$ cat src/rtl/if_fetch_ctrl_if.sv
// rtl/if_fetch_ctrl_if.sv - instruction memory and decode handshake bundle for the fetch sequencer
interface if_fetch_ctrl_if;
    logic [31:0] imem_addr;
    logic        imem_req;
    logic [31:0] imem_ins;
    logic        redirect_valid;
    logic [31:0] redirect_pc;
    logic        if_valid;
    logic        if_ready;
    logic [31:0] if_pc;
    logic [31:0] if_ins;

    modport master (
        output imem_addr, imem_req, if_valid, if_pc, if_ins,
        input  imem_ins, redirect_valid, redirect_pc, if_ready
    );

    modport slave (
        input  imem_addr, imem_req, if_valid, if_pc, if_ins,
        output imem_ins, redirect_valid, redirect_pc, if_ready
    );
endinterface

$ cat src/rtl/if_fetch_ctrl.sv
// rtl/if_fetch_ctrl.sv - fetch sequencer: one read in flight, {pc,ins} FIFO to decode, redirect flush
module if_fetch_ctrl #(
    parameter logic [31:0] RESET_PC = 32'h0000_0000,
    parameter int          DEPTH    = 2
) (
    input  logic           clk,
    input  logic           rst_n,
    if_fetch_ctrl_if.master bus
);
    localparam int AW = (DEPTH > 1) ? $clog2(DEPTH) : 1;
    localparam int CW = AW + 1;
    localparam logic [CW:0] DEPTH_C = (CW+1)'(DEPTH);

    logic [31:0]   fetch_pc;
    logic [31:0]   inflight_pc;
    logic          inflight;
    logic [31:0]   pc_mem  [DEPTH];
    logic [31:0]   ins_mem [DEPTH];
    logic [AW-1:0] wr_ptr;
    logic [AW-1:0] rd_ptr;
    logic [CW-1:0] count;
    logic          head_valid;
    logic          push;
    logic          pop;
    logic          issue;
    logic [CW:0]   credit_used;

    // Credit counts the in-flight read as an occupied slot so a returning word always has room.
    always_comb begin
        head_valid  = (count != '0);
        pop         = head_valid & bus.if_ready & ~bus.redirect_valid;
        push        = inflight & ~bus.redirect_valid;
        credit_used = {1'b0, count} + {{CW{1'b0}}, inflight} - {{CW{1'b0}}, pop};
        issue       = rst_n & ~bus.redirect_valid & (credit_used < DEPTH_C);
    end

    assign bus.imem_addr = fetch_pc;
    assign bus.imem_req  = issue;
    assign bus.if_valid  = head_valid;
    assign bus.if_pc     = pc_mem[rd_ptr];
    assign bus.if_ins    = ins_mem[rd_ptr];

    always_ff @(posedge clk or negedge rst_n) begin
        if (!rst_n) begin
            fetch_pc    <= RESET_PC;
            inflight    <= 1'b0;
            inflight_pc <= '0;
            wr_ptr      <= '0;
            rd_ptr      <= '0;
            count       <= '0;
            for (int i = 0; i < DEPTH; i++) begin
                pc_mem[i]  <= '0;
                ins_mem[i] <= '0;
            end
        end else if (bus.redirect_valid) begin
            // Any response arriving this cycle belongs to the old stream and is dropped.
            fetch_pc <= bus.redirect_pc & 32'hFFFF_FFFC;
            inflight <= 1'b0;
            wr_ptr   <= '0;
            rd_ptr   <= '0;
            count    <= '0;
        end else begin
            if (issue) begin
                fetch_pc    <= fetch_pc + 32'd4;
                inflight    <= 1'b1;
                inflight_pc <= fetch_pc;
            end else begin
                inflight <= 1'b0;
            end
            if (push) begin
                pc_mem[wr_ptr]  <= inflight_pc;
                ins_mem[wr_ptr] <= bus.imem_ins;
                wr_ptr          <= wr_ptr + AW'(1);
            end
            if (pop) begin
                rd_ptr <= rd_ptr + AW'(1);
            end
            if (push && !pop) begin
                count <= count + CW'(1);
            end else if (pop && !push) begin
                count <= count - CW'(1);
            end
        end
    end
endmodule

$ cat src/flat_wrapper.sv
// flat-port wrapper written by rule: the top's interface ports become plain ports
module if_fetch_ctrl_flat 
#(
    parameter logic [31:0] RESET_PC = 32'h0000_0000,
    parameter int          DEPTH    = 2
)
  (clk, rst_n, bus_imem_addr, bus_imem_req, bus_if_valid, bus_if_pc, bus_if_ins, bus_imem_ins, bus_redirect_valid, bus_redirect_pc, bus_if_ready);
  if_fetch_ctrl_if bus_i ();
  input  logic clk;
  input  logic rst_n;
  output wire logic [$bits(bus_i.imem_addr)-1:0] bus_imem_addr;
  output wire logic [$bits(bus_i.imem_req)-1:0] bus_imem_req;
  output wire logic [$bits(bus_i.if_valid)-1:0] bus_if_valid;
  output wire logic [$bits(bus_i.if_pc)-1:0] bus_if_pc;
  output wire logic [$bits(bus_i.if_ins)-1:0] bus_if_ins;
  input wire logic [$bits(bus_i.imem_ins)-1:0] bus_imem_ins;
  input wire logic [$bits(bus_i.redirect_valid)-1:0] bus_redirect_valid;
  input wire logic [$bits(bus_i.redirect_pc)-1:0] bus_redirect_pc;
  input wire logic [$bits(bus_i.if_ready)-1:0] bus_if_ready;
  assign bus_imem_addr = bus_i.imem_addr;
  assign bus_imem_req = bus_i.imem_req;
  assign bus_if_valid = bus_i.if_valid;
  assign bus_if_pc = bus_i.if_pc;
  assign bus_if_ins = bus_i.if_ins;
  assign bus_i.imem_ins = bus_imem_ins;
  assign bus_i.redirect_valid = bus_redirect_valid;
  assign bus_i.redirect_pc = bus_redirect_pc;
  assign bus_i.if_ready = bus_if_ready;
  if_fetch_ctrl #(.RESET_PC(RESET_PC), .DEPTH(DEPTH)) u_core (.clk(clk), .rst_n(rst_n), .bus(bus_i));
endmodule
$ cat config.mk
export PLATFORM = sky130hd
export DESIGN_NAME = if_fetch_ctrl_flat
export DESIGN_NICKNAME = d
export VERILOG_FILES = /design/src/rtl/if_fetch_ctrl_if.sv /design/src/rtl/if_fetch_ctrl.sv /design/src/flat_wrapper.sv
export SDC_FILE = /design/constraint.sdc
export NUM_CORES = 1
export LEC_CHECK = 0
export CORE_MARGIN = 10
export CORE_UTILIZATION = 47
export DETAILED_ROUTE_END_ITERATION = 10
export PLACE_DENSITY = 0.76
export SLEW_MARGIN = 0
export SYNTH_ARGS = -nofsm -noshare
export SYNTH_HDL_FRONTEND = slang
export SYNTH_SLANG_ARGS = --single-unit
export TNS_END_PERCENT = 30
$ cat constraint.sdc
create_clock -name clk -period 3.4 [get_ports clk]
set_input_delay 0.34 -clock clk [delete_from_list [all_inputs] [get_ports clk]]
set_output_delay 0.34 -clock clk [all_outputs]
set_load 0.005 [all_outputs]
==> results.md, run 1 <==
* Worst Hold Class: in2async
* Peak VDD IR at approximately 0.42 mV
* I/O Pins at 166
* Total vias in the final route at 6,039
* Die Ht at 155 um
* Longest Clk Path Bufs at 2
* LEAKAGE at roughly 0.0049 uW
* Crit Path Category: reg2out
* Arrival time at the worst endpoint at 2890 ps
* Worst setup EP type: output port
* RSZ-0062 raised after global routing: true
* Initial antenna violation count at 0
* TritonCTS Sinks at approximately 190
* Crit Path Max Fanout at 5
* Status: finished, final reports clean
* Starting Density at 0.477
* Worst-Margin Slew at 978 ps
* CP delay by family, top: simple AND/OR/NAND/NOR gates
* WL final at roughly 21,000 um
* Critical path, cell by cell: or2_2, nand2_1, nor2_1, ha_1, nand2b_1, fa_1, xor2_1, or3_4, inv_2, clkbuf_2
* CTS buffer count at 17
* Worst setup SP type: flip-flop
* Die area at 0.0240 mm^2
* First-pass GRT wire length at 34,100 um
* Fraction of layout cells with a size suffix above 1 at 0.296
* Period minus WS final at 3230 ps
* Final Hold Fails at 0
* CP required at 3060 ps
* RePlAce Congestion at 0.821
* Relative slew slack at 0.348
* Worst skew pair latency at 430 ps
* Final Setup Violations at 0
* Hpwl dp at 13,900 um
* Setup tns final at 0 ps
* Clk pin slew, worst setup/hold paths at ~70 ps
* Wire per inst at 19.0 um
* Area growth, synth to finish at 29.7%
* Post-synth cell types at 48
* Largest net degree at the start of global routing at 80
* # rows at 49
* Synth area leaders: dfrtp_1 (55%), mux2_2 (24%), nand2_1 (5.3%), o311ai_0 (1.4%), o21ai_0 (1.3%)
* Area leader, netlist: dfrtp_1
* Final clock period utilization by the worst path at 0.950
* Core ar. at 0.0180 mm^2
* Slowest CP cell: or3_4
* Crit path buffers/inverters at 2
* Total congestion overflow at 0
* DR DRC count at 0
* FF+latch count, synth at around 190
* Reg2Reg Setup Slack at approximately 210 ps
* Maxcap violations at 0
* DIE WIDTH at about 160 um
* Clock Skew at approximately 8.5 ps
* CTS Root Cell: clkbuf_16
* Post-synth ARST share at 1.00
* Post-layout nets at 926
* Final Instance Area at 0.0111 mm^2
* Warnings from Yosys at 0
* # H-tree levels at 4
* Routed Antenna Nets at 0
* Vias in the first global route at 6,304
* Most numerous cell in the Yosys netlist: dfrtp_1
* Maximum clock rate at a little over 300 MHz
* Cells after Synth at about 700
* CTS tree: yes
* Mapped Area at 0.00857 mm^2
* Syn Area/Cell at 12.3 um^2
* Initial DRC Count at ~320
* Part of the Yosys area used for sequential elements at 0.552
* PwrDens at 652 mW/mm^2
* Number of flops mapped to enable cells by yosys at 0
* Share of the synthesized area in the top cell type at 0.552
* # port buffers at 159
* Antenna diode count at 0
* Slew Viols, Final at 0
* Vias/cell at between 5 and 6
* Synth top cells by count: dfrtp_1 (189), mux2_2 (186), nand2_1 (120), o21ai_0 (22), buf_2 (19)
* Area post-placement at 0.0105 mm^2
* TritonRoute pass-1 iters at 5
* Total GRT Usage at 0.176
* CP max stage delay at a little under 400 ps
* Synth Flop Type: dfrtp_1
## path summary, 6_finish.rpt
check | startpoint | to | cells after the start
max | u_core.count[0] | bus_imem_req | 10
min | rst_n | u_core.pc_mem[38] | 2
max reg2reg | u_core.count[0] | u_core.bus.imem_addr[9] | 12
min reg2reg | u_core.inflight_pc[9] | u_core.inflight_pc[9] | 2
max in group asynchronous | rst_n | u_core.inflight_pc[12] | 3
min in group clk | bus_redirect_pc[23] | u_core.bus.imem_addr[23] | 3
## logic make-up (layout without fill, tap and decap cells)
kind of cell,count (synthesis),after routing,synth area share
and+or+nand+nor,194,194,0.108
DFF,189,189,0.552
muxes,186,186,0.244
AOI/OAI and AO/OA,66,66,0.0566
buffers and inverters,51,218,0.0282
xor gates and xnor gates,6,6,0.00613
adders and majority gates,3,3,0.00525
other,1,4,0.000437
## what timing repair did
item                                    CTS  global route
pin swaps                                 0             0
gates resized for setup                   1             4
endpoints found under the setup margin    1             7
setup buffers                             0             0
hold buffers                              0             0
## state kept, by name (all words and copies together) (netlist names)
| signal | cells |
|---|---|
| u_core.pc_mem | 60 |
| u_core.inflight | 1 |
| u_core.rd_ptr | 1 |
| u_core.inflight_pc | 30 |
| u_core.count | 2 |
| u_core.wr_ptr | 1 |
| u_core.ins_mem | 64 |
| u_core.bus.imem_addr | 30 |
## metrics by stage
| stage | setup WS [ps] | hold WS, ps | util | total power [uW] | cells |
|---|---|---|---|---|---|
| final | 170 | 99.3 | 0.619 | 7250 | 1095 |
| after global routing | -10.1 | 150 | 0.619 | 7660 | 1095 |
| after CTS | 9.75 | 112 | 0.619 | 7340 | 1095 |
| after detailed placement | 43.9 | 487 | 0.583 | 5170 | 1065 |
| after global placement | 46.8 | 480 | 0.583 | 5110 | 1065 |
| after floorplan | 85.7 | 44.4 | - | 4120 | 699 |
## power breakdown
part	total (uW)	internal, uW	switching (uW)	leakage [uW]
sequential	3220	2860	359	0.00237
clock	2150	1310	841	0.000312
combinational	1880	1250	636	0.00222
## routing by layer
layer	routed length [um]	part of all wire	GRT usage	vias up
li1	-	-	-	2802
met1	9310	0.45	0.225	3001
met4	195	0.0094	0.0504	0
met3	1630	0.078	0.0582	23
met5	0	0	0	-
met2	9710	0.47	0.278	213
## area by class of cell
cell class / count / area, um^2
inverter: 10 / 37.5
clock buffer: 21 / 480
multi-input combinational: 459 / 3640
sequential: 189 / 4730
clock inverter: 9 / 159
tap: 229 / 287
timing repair buffer: 178 / 1790
fill: 1438 / 6850
## cell usage in the layout (no fill, tap or decap), types with 3 or more instances in the layout
cell | netlist | final
bufinv_16 | 0 | 4
or4_1 | 3 | 3
nand3_1 | 18 | 17
xor2_1 | 3 | 3
buf_4 | 5 | 14
or2_2 | 3 | 3
conb_1 | 1 | 4
a31o_2 | 4 | 4
nor3_1 | 6 | 6
mux2_2 | 186 | 186
nor2_1 | 17 | 17
clkbuf_8 | 0 | 5
clkdlybuf4s50_1 | 0 | 157
nor4_4 | 3 | 3
a31oi_1 | 3 | 3
o311ai_0 | 14 | 14
inv_1 | 9 | 9
nor4_1 | 3 | 3
o21ai_0 | 22 | 22
nand4_1 | 7 | 7
a221o_1 | 8 | 8
o211ai_1 | 3 | 3
dfrtp_1 | 189 | 188
buf_12 | 0 | 4
and2_1 | 3 | 3
and3_1 | 3 | 3
clkbuf_16 | 0 | 17
xnor2_1 | 3 | 3
nand2_1 | 120 | 119
No activity file was read; power rests on OpenSTA's default activity.
==> run 2, diff against run 1 <==
CTS_CLUSTER_SIZE = 12   (was unset)
==> results of run 2 <==
No change in the layout: final DEF, timing and power equal those of run 1.
